## src/rtl/morse_encode_word_tx.sv

```systemverilog
// Morse word transmitter: walks a latched word one character at a time, looks each one up
// in an ITU dit/dah table and keys a single-bit mark/space output from run-time durations.
module morse_encode_word_tx #(
  parameter int PULSE_CNT_W   = 16,
  parameter int CHAR_W        = 8,
  parameter int MAX_CHARS     = 8,
  parameter int MAX_MORSE_LEN = 6
) (
  input  logic                          clk,
  input  logic                          aclr,
  input  logic                          ce,
  input  logic [PULSE_CNT_W-1:0]        dit_time,
  input  logic [PULSE_CNT_W-1:0]        dah_time,
  input  logic [PULSE_CNT_W-1:0]        word_time,
  input  logic [CHAR_W*MAX_CHARS-1:0]   word,
  input  logic                          start,
  output logic                          busy,
  output logic                          signal,
  output logic                          done,
  output logic                          error
);

  localparam int IDX_W = $clog2(MAX_CHARS + 1);
  localparam int LEN_W = $clog2(MAX_MORSE_LEN + 1);

  typedef enum logic [2:0] {IDLE, LOAD, MARK, GAP_SYM, GAP_CHAR, GAP_WORD, DONE} state_t;

  state_t                       state_reg, state_next;
  logic [CHAR_W*MAX_CHARS-1:0]  word_reg, word_next;
  logic [IDX_W-1:0]             idx_reg, idx_next;
  logic [MAX_MORSE_LEN-1:0]     pat_reg, pat_next;
  logic [LEN_W-1:0]             left_reg, left_next;
  logic [PULSE_CNT_W-1:0]       cnt_reg, cnt_next;
  logic                         sent_reg, sent_next;
  logic                         error_reg, error_next;
  logic                         signal_reg;

  logic [CHAR_W-1:0]            chars [MAX_CHARS];
  logic [CHAR_W-1:0]            cur_char, peek_char;
  logic [IDX_W-1:0]             idx_inc;
  logic [9:0]                   cur_lut;
  logic [PULSE_CNT_W-1:0]       cur_dur;
  logic                         timed, phase_end, peek_end;

  generate
    for (genvar gi = 0; gi < MAX_CHARS; gi++) begin : g_chars
      assign chars[gi] = word_reg[CHAR_W*gi +: CHAR_W];
    end
  endgenerate

  // Returns {supported, len[2:0], pattern[5:0]}; pattern bit0 goes out first, 1 = dah.
  function automatic logic [9:0] morse_lut(input logic [CHAR_W-1:0] c);
    logic [7:0] c8;
    logic [9:0] r;
    c8 = c[7:0];
    case (c8)
      8'h41: r = {1'b1, 3'd2, 6'b000010};  // A
      8'h42: r = {1'b1, 3'd4, 6'b000001};
      8'h43: r = {1'b1, 3'd4, 6'b000101};
      8'h44: r = {1'b1, 3'd3, 6'b000001};
      8'h45: r = {1'b1, 3'd1, 6'b000000};
      8'h46: r = {1'b1, 3'd4, 6'b000100};
      8'h47: r = {1'b1, 3'd3, 6'b000011};
      8'h48: r = {1'b1, 3'd4, 6'b000000};
      8'h49: r = {1'b1, 3'd2, 6'b000000};
      8'h4A: r = {1'b1, 3'd4, 6'b001110};
      8'h4B: r = {1'b1, 3'd3, 6'b000101};
      8'h4C: r = {1'b1, 3'd4, 6'b000010};
      8'h4D: r = {1'b1, 3'd2, 6'b000011};
      8'h4E: r = {1'b1, 3'd2, 6'b000001};
      8'h4F: r = {1'b1, 3'd3, 6'b000111};
      8'h50: r = {1'b1, 3'd4, 6'b000110};
      8'h51: r = {1'b1, 3'd4, 6'b001011};
      8'h52: r = {1'b1, 3'd3, 6'b000010};
      8'h53: r = {1'b1, 3'd3, 6'b000000};
      8'h54: r = {1'b1, 3'd1, 6'b000001};
      8'h55: r = {1'b1, 3'd3, 6'b000100};
      8'h56: r = {1'b1, 3'd4, 6'b001000};
      8'h57: r = {1'b1, 3'd3, 6'b000110};
      8'h58: r = {1'b1, 3'd4, 6'b001001};
      8'h59: r = {1'b1, 3'd4, 6'b001101};
      8'h5A: r = {1'b1, 3'd4, 6'b000011};
      8'h30: r = {1'b1, 3'd5, 6'b011111};  // 0
      8'h31: r = {1'b1, 3'd5, 6'b011110};
      8'h32: r = {1'b1, 3'd5, 6'b011100};
      8'h33: r = {1'b1, 3'd5, 6'b011000};
      8'h34: r = {1'b1, 3'd5, 6'b010000};
      8'h35: r = {1'b1, 3'd5, 6'b000000};
      8'h36: r = {1'b1, 3'd5, 6'b000001};
      8'h37: r = {1'b1, 3'd5, 6'b000011};
      8'h38: r = {1'b1, 3'd5, 6'b000111};
      8'h39: r = {1'b1, 3'd5, 6'b001111};
      8'h2E: r = {1'b1, 3'd6, 6'b101010};  // .
      8'h2C: r = {1'b1, 3'd6, 6'b110011};  // ,
      8'h3F: r = {1'b1, 3'd6, 6'b001100};  // ?
      8'h2F: r = {1'b1, 3'd5, 6'b001001};  // /
      8'h3D: r = {1'b1, 3'd5, 6'b010001};  // =
      default: r = 10'd0;
    endcase
    if ((c >> 8) != '0) r = 10'd0;
    return r;
  endfunction

  function automatic logic [PULSE_CNT_W-1:0] at_least_one(input logic [PULSE_CNT_W-1:0] t);
    return (t == '0) ? PULSE_CNT_W'(1) : t;
  endfunction

  always_comb begin
    idx_inc   = idx_reg + IDX_W'(1);
    cur_char  = '0;
    peek_char = '0;
    for (int i = 0; i < MAX_CHARS; i++) begin
      if (idx_reg == IDX_W'(i)) cur_char = chars[i];
      if (idx_inc == IDX_W'(i)) peek_char = chars[i];
    end
    cur_lut  = morse_lut(cur_char);
    peek_end = (idx_inc == IDX_W'(MAX_CHARS)) || (peek_char == '0);

    timed = 1'b1;
    case (state_reg)
      MARK:     cur_dur = at_least_one(pat_reg[0] ? dah_time : dit_time);
      GAP_SYM:  cur_dur = at_least_one(dit_time);
      GAP_CHAR: cur_dur = at_least_one(dah_time);
      GAP_WORD: cur_dur = at_least_one(word_time);
      default: begin
        cur_dur = PULSE_CNT_W'(1);
        timed   = 1'b0;
      end
    endcase
    phase_end = timed && ce && (cnt_reg == cur_dur - PULSE_CNT_W'(1));
  end

  always_comb begin
    state_next = state_reg;
    word_next  = word_reg;
    idx_next   = idx_reg;
    pat_next   = pat_reg;
    left_next  = left_reg;
    cnt_next   = cnt_reg;
    sent_next  = sent_reg;
    error_next = error_reg;

    if (timed && ce) cnt_next = phase_end ? '0 : cnt_reg + PULSE_CNT_W'(1);

    case (state_reg)
      IDLE: if (start) begin
        word_next  = word;
        idx_next   = '0;
        cnt_next   = '0;
        sent_next  = 1'b0;
        error_next = 1'b0;
        state_next = LOAD;
      end
      LOAD: begin
        if (idx_reg == IDX_W'(MAX_CHARS) || cur_char == '0) begin
          state_next = sent_reg ? GAP_WORD : DONE;
        end else if (!cur_lut[9]) begin
          error_next = 1'b1;
          idx_next   = idx_inc;
        end else begin
          left_next  = LEN_W'(cur_lut[8:6]);
          pat_next   = MAX_MORSE_LEN'(cur_lut[5:0]);
          sent_next  = 1'b1;
          state_next = MARK;
        end
      end
      // The end-of-word peek is folded into the last mark so the trailing gap is exactly word_time.
      MARK: if (phase_end) begin
        if (left_reg == LEN_W'(1)) state_next = peek_end ? GAP_WORD : GAP_CHAR;
        else                       state_next = GAP_SYM;
      end
      GAP_SYM: if (phase_end) begin
        pat_next   = pat_reg >> 1;
        left_next  = left_reg - LEN_W'(1);
        state_next = MARK;
      end
      GAP_CHAR: if (phase_end) begin
        idx_next   = idx_inc;
        state_next = LOAD;
      end
      GAP_WORD: if (phase_end) state_next = DONE;
      DONE:     state_next = IDLE;
      default:  state_next = IDLE;
    endcase
  end

  always_ff @(posedge clk) begin
    if (aclr) begin
      state_reg  <= IDLE;
      word_reg   <= '0;
      idx_reg    <= '0;
      pat_reg    <= '0;
      left_reg   <= '0;
      cnt_reg    <= '0;
      sent_reg   <= 1'b0;
      error_reg  <= 1'b0;
      signal_reg <= 1'b0;
    end else begin
      state_reg  <= state_next;
      word_reg   <= word_next;
      idx_reg    <= idx_next;
      pat_reg    <= pat_next;
      left_reg   <= left_next;
      cnt_reg    <= cnt_next;
      sent_reg   <= sent_next;
      error_reg  <= error_next;
      signal_reg <= (state_next == MARK);
    end
  end

  assign signal = signal_reg;
  assign error  = error_reg;
  assign done   = (state_reg == DONE);
  assign busy   = (state_reg != IDLE) && (state_reg != DONE);

endmodule

```

## config.mk

```make
export PLATFORM = sky130hd
export DESIGN_NAME = morse_encode_word_tx
export DESIGN_NICKNAME = d
export VERILOG_FILES = /design/src/rtl/morse_encode_word_tx.sv
export SDC_FILE = /design/constraint.sdc
export NUM_CORES = 1
export LEC_CHECK = 0
export ABC_AREA = 1
export CAP_MARGIN = 5
export CORE_UTILIZATION = 30
export CTS_CLUSTER_SIZE = 24
export DETAILED_ROUTE_END_ITERATION = 7
export DONT_BUFFER_PORTS = 1
export PLACE_DENSITY = 0.48
export SKIP_CTS_REPAIR_TIMING = 1
export SLEW_MARGIN = 30
export SYNTH_ARGS = -nofsm -noshare
export SYNTH_HDL_FRONTEND = slang
export SYNTH_SLANG_ARGS = --single-unit
```

## constraint.sdc

```tcl
create_clock -name clk -period 3.5 [get_ports clk]
set_input_delay 0.35 -clock clk [delete_from_list [all_inputs] [get_ports clk]]
set_output_delay 0.35 -clock clk [all_outputs]
set_load 0.01 [all_outputs]
```

==> flow_metrics.tcl <==
set metrics [dict create \
    outcome "complete, no violations" \
    seq_area_um2 1988 \
    drv_slew 0 \
    cts_buffer_depth 2 \
    max_ffs_per_register 64 \
    drt_iter0_drc 466 \
    numPlacedInstances 1590 \
    grt_use_met3 0.01885 \
    layout.filler_cells 2735 \
    critical_path.most_common_cell "sky130_fd_sc_hd__nand2_1" \
    synth.top_cells.by_count "362 x sky130_fd_sc_hd__nand2_1, 158 x sky130_fd_sc_hd__nor2_1, 151 x sky130_fd_sc_hd__inv_1, 119 x sky130_fd_sc_hd__o21ai_0, 99 x sky130_fd_sc_hd__dfxtp_1" \
    clock_tree.htree_level_count 3 \
    routedWlPerCell_um 14.33 \
    preCtsSetupSlack_ns -0.09167 \
    final_hold_viol_count 0 \
    die_x_um 160.5 \
    whs_ns 0.04630 \
    worst_slack_ns 0.2967 \
    report.final.setup_viol 0 \
    drt-pass1-iter-count 5 \
    post-route-drc-count 0 \
    timing.setup.critical_path_class "reg -> reg" \
    first_pass_grt_wire_length_um 37120 \
    postSynthAreaPerCell_um2 5.910 \
    synth_ff_type "sky130_fd_sc_hd__dfxtp_1" \
    synth_seq_cells 99 \
    grtUsageMet2 0.2867 \
    crit_required_ns 3.75 \
    drive_gt1_frac 0.1012 \
    worst_slew_pin_slew_ns 0.6439 \
    routed_wirelength_um 23060 \
    cts_sinks 99 \
    timing.critical_path.max_delay_family "simple AND/OR/NAND/NOR gates" \
    max-vdd-ir-drop_mv 0.3152 \
    synthesis.area_um2 7535 \
    detail_route.vias_per_cell 4.899 \
    min_period_ns 3.203 \
    number_of_global_route_vias_before_repair 7357 \
    setup_total_negative_slack_ns 0 \
    pin_count_of_the_biggest_net_entering_global_routing 50 \
    dp_hpwl_um 18510 \
    crit_path_cell_trace "inv_2 -> ha_2 -> inv_2 -> nor3_4 -> nand2_1 -> nand3_1 -> o211ai_1 -> nand2_1 -> nand2_1 -> nand2_1 -> nand2_1 -> nand2_4 -> inv_2 -> ha_2 -> nand3_1 -> nor2_2 -> nor2_1 -> nand2_1 -> nand2_1 -> nand3_4 -> nand2_4 -> inv_2 -> a21oi_1 -> a21oi_2" \
    synth.yosys.seq_area_share 0.2630 \
    fin_nets 1412 \
    crit_cells 24 \
    synth_edf_count 0 \
    yosysTopAreaCellShare 0.2630 \
    netlist.top_cell.by_area "sky130_fd_sc_hd__dfxtp_1" \
    critPathArrivalTime_ns 3.46 \
    clk_transition_reported_paths_ns 0.08 \
    reg2reg_depth 24 \
    yosys_warnings 0 \
    synth-async-reset-ratio 0 \
    master_cell_of_the_clock_root_buffer "sky130_fd_sc_hd__clkbuf_16" \
    clock_skew_ns 0.01032 \
    maxCapViolations 0 \
    clk-insertion-delay-late_ns 0.37 \
    critical-path-slowest-cell "sky130_fd_sc_hd__dfxtp_1" \
    mappedNetlistNets 1407 \
    fp-row-count 57 \
    yosysUniqueCellTypes 46 \
    post_synth_main_area_contributors "sky130_fd_sc_hd__dfxtp_1 26%, sky130_fd_sc_hd__nand2_1 18%, sky130_fd_sc_hd__o21ai_0 7.9%, sky130_fd_sc_hd__nor2_1 7.9%, sky130_fd_sc_hd__inv_1 7.5%" \
    ant_nets 0 \
    multi_input_area_um2 4767 \
    finalCritPeriodShare 0.9152 \
    cp_slowest_stage_delay_ns 0.35 \
    synth_cells 1275 \
    tritoncts "yes" \
    grt.total_usage 0.1797 \
    i_o_pins 120 \
    synth_most_common_cell "sky130_fd_sc_hd__nand2_1" \
    diodes 0 \
    leakage_nw 3.792 \
    floorplan.initialDensity 0.3080 \
    worst_setup_path_start_kind "register" \
    worst_setup_path_end_kind "register" \
    holdPathStages 1 \
    timing.hold.worst.class "in -> reg" \
    area.growth.synth_to_final_pct 11.54 \
    max-slew-margin-rel 0.5701 \
    global_route.peak_usage_layer "met2" \
    stdcell_count 1609 \
    cts-buffers-inserted 9 \
    finalWeightedCongestion 0.8785 \
    met1_usage_in_global_routing 0.2479 \
    die_y_um 160.5 \
    highest_attainable_clock_frequency_ghz 0.3122 \
    die-area_um2 25750 \
    antenna_violations_before_repair 0 \
    crit_buf_inv 4 \
    core_um2 24460 \
    timing.critical_path.fanout_max 8 \
    vias 7882 \
    port_buffers 0 \
    globalRouteOverflowTotal 0 \
    powerDensity_nw_per_um2 899.6 \
]
## cells in the final DEF (no fill, tap or decap), drive strengths merged
master    netlist  final
nor3b           1      1
a31oi           4      4
nand3b          4      4
nor2          176    176
ha             16     16
o32ai           1      1
o211ai          3      3
clkbuf         24      9
and2            2      2
o21a            1      1
dfxtp          99     99
nor3           18     18
xnor2           2      2
a21oi         101    101
o21bai          2      2
xor2           22     22
o31ai           2      2
o221ai          1      1
or2             1      1
buf            19     36
clkinv          1      5
nand2         373    373
inv           164    166
nand4          22     22
clkinvlp        0      2
o2111ai         1      1
o21ai         129    129
a21boi          2      2
nor4            4      4
nand3          80     80
## stage by stage
stage	util	area, um2	total power [W]
floorplan	-	7535	0.005133
global placement	0.3268	7994	0.006421
detailed placement	0.3268	7994	0.006384
CTS	0.3397	8310	0.007465
global route	0.3436	8404	0.008340
finish	0.3436	8404	0.007561
## final timing paths
kind | from | slack [ns] | endpoint
max reg2reg | idx_reg[1]$_SDFFE_PP0P_ | 0.30 | left_reg[2]$_SDFFE_PP0P_
min | aclr | 0.05 | pat_reg[5]$_SDFFE_PP0P_
max | idx_reg[1]$_SDFFE_PP0P_ | 0.30 | left_reg[2]$_SDFFE_PP0P_
min reg2reg | word_reg[19]$_SDFFE_PP0P_ | 0.47 | word_reg[19]$_SDFFE_PP0P_
## power breakdown
group          total, W  switching (W)  internal [W]
registers       0.00165       0.000207       0.00145
clock network   0.00105       0.000530      0.000517
logic           0.00486        0.00325       0.00161
## kinds of logic after synthesis
logic type	synth area share
buffers and inverters	0.1124
XOR/XNOR	0.02790
adder cells (fa/ha/maj)	0.02657
flip-flops	0.2630
AND/OR/NAND/NOR	0.3955
AO/OA/AOI/OAI	0.1745
## cell type report
| cell class | instances | area share |
|---|---|---|
| tap | 324 | 0.04824 |
| sequential | 99 | 0.2366 |
| inverter | 165 | 0.07429 |
| clock buffer | 9 | 0.02680 |
| clock inverter | 7 | 0.01087 |
| timing repair inverter | 1 | 0.0008933 |
| timing repair buffer | 36 | 0.03513 |
| multi-input combinational | 968 | 0.5672 |
## layer usage
layer  part of all wire  routed length, um
met2               0.44              10260
met3              0.048               1113
met1               0.48              11120
met5                  0                  0
met4              0.025                573
No activity file was read; power rests on OpenSTA's default activity.
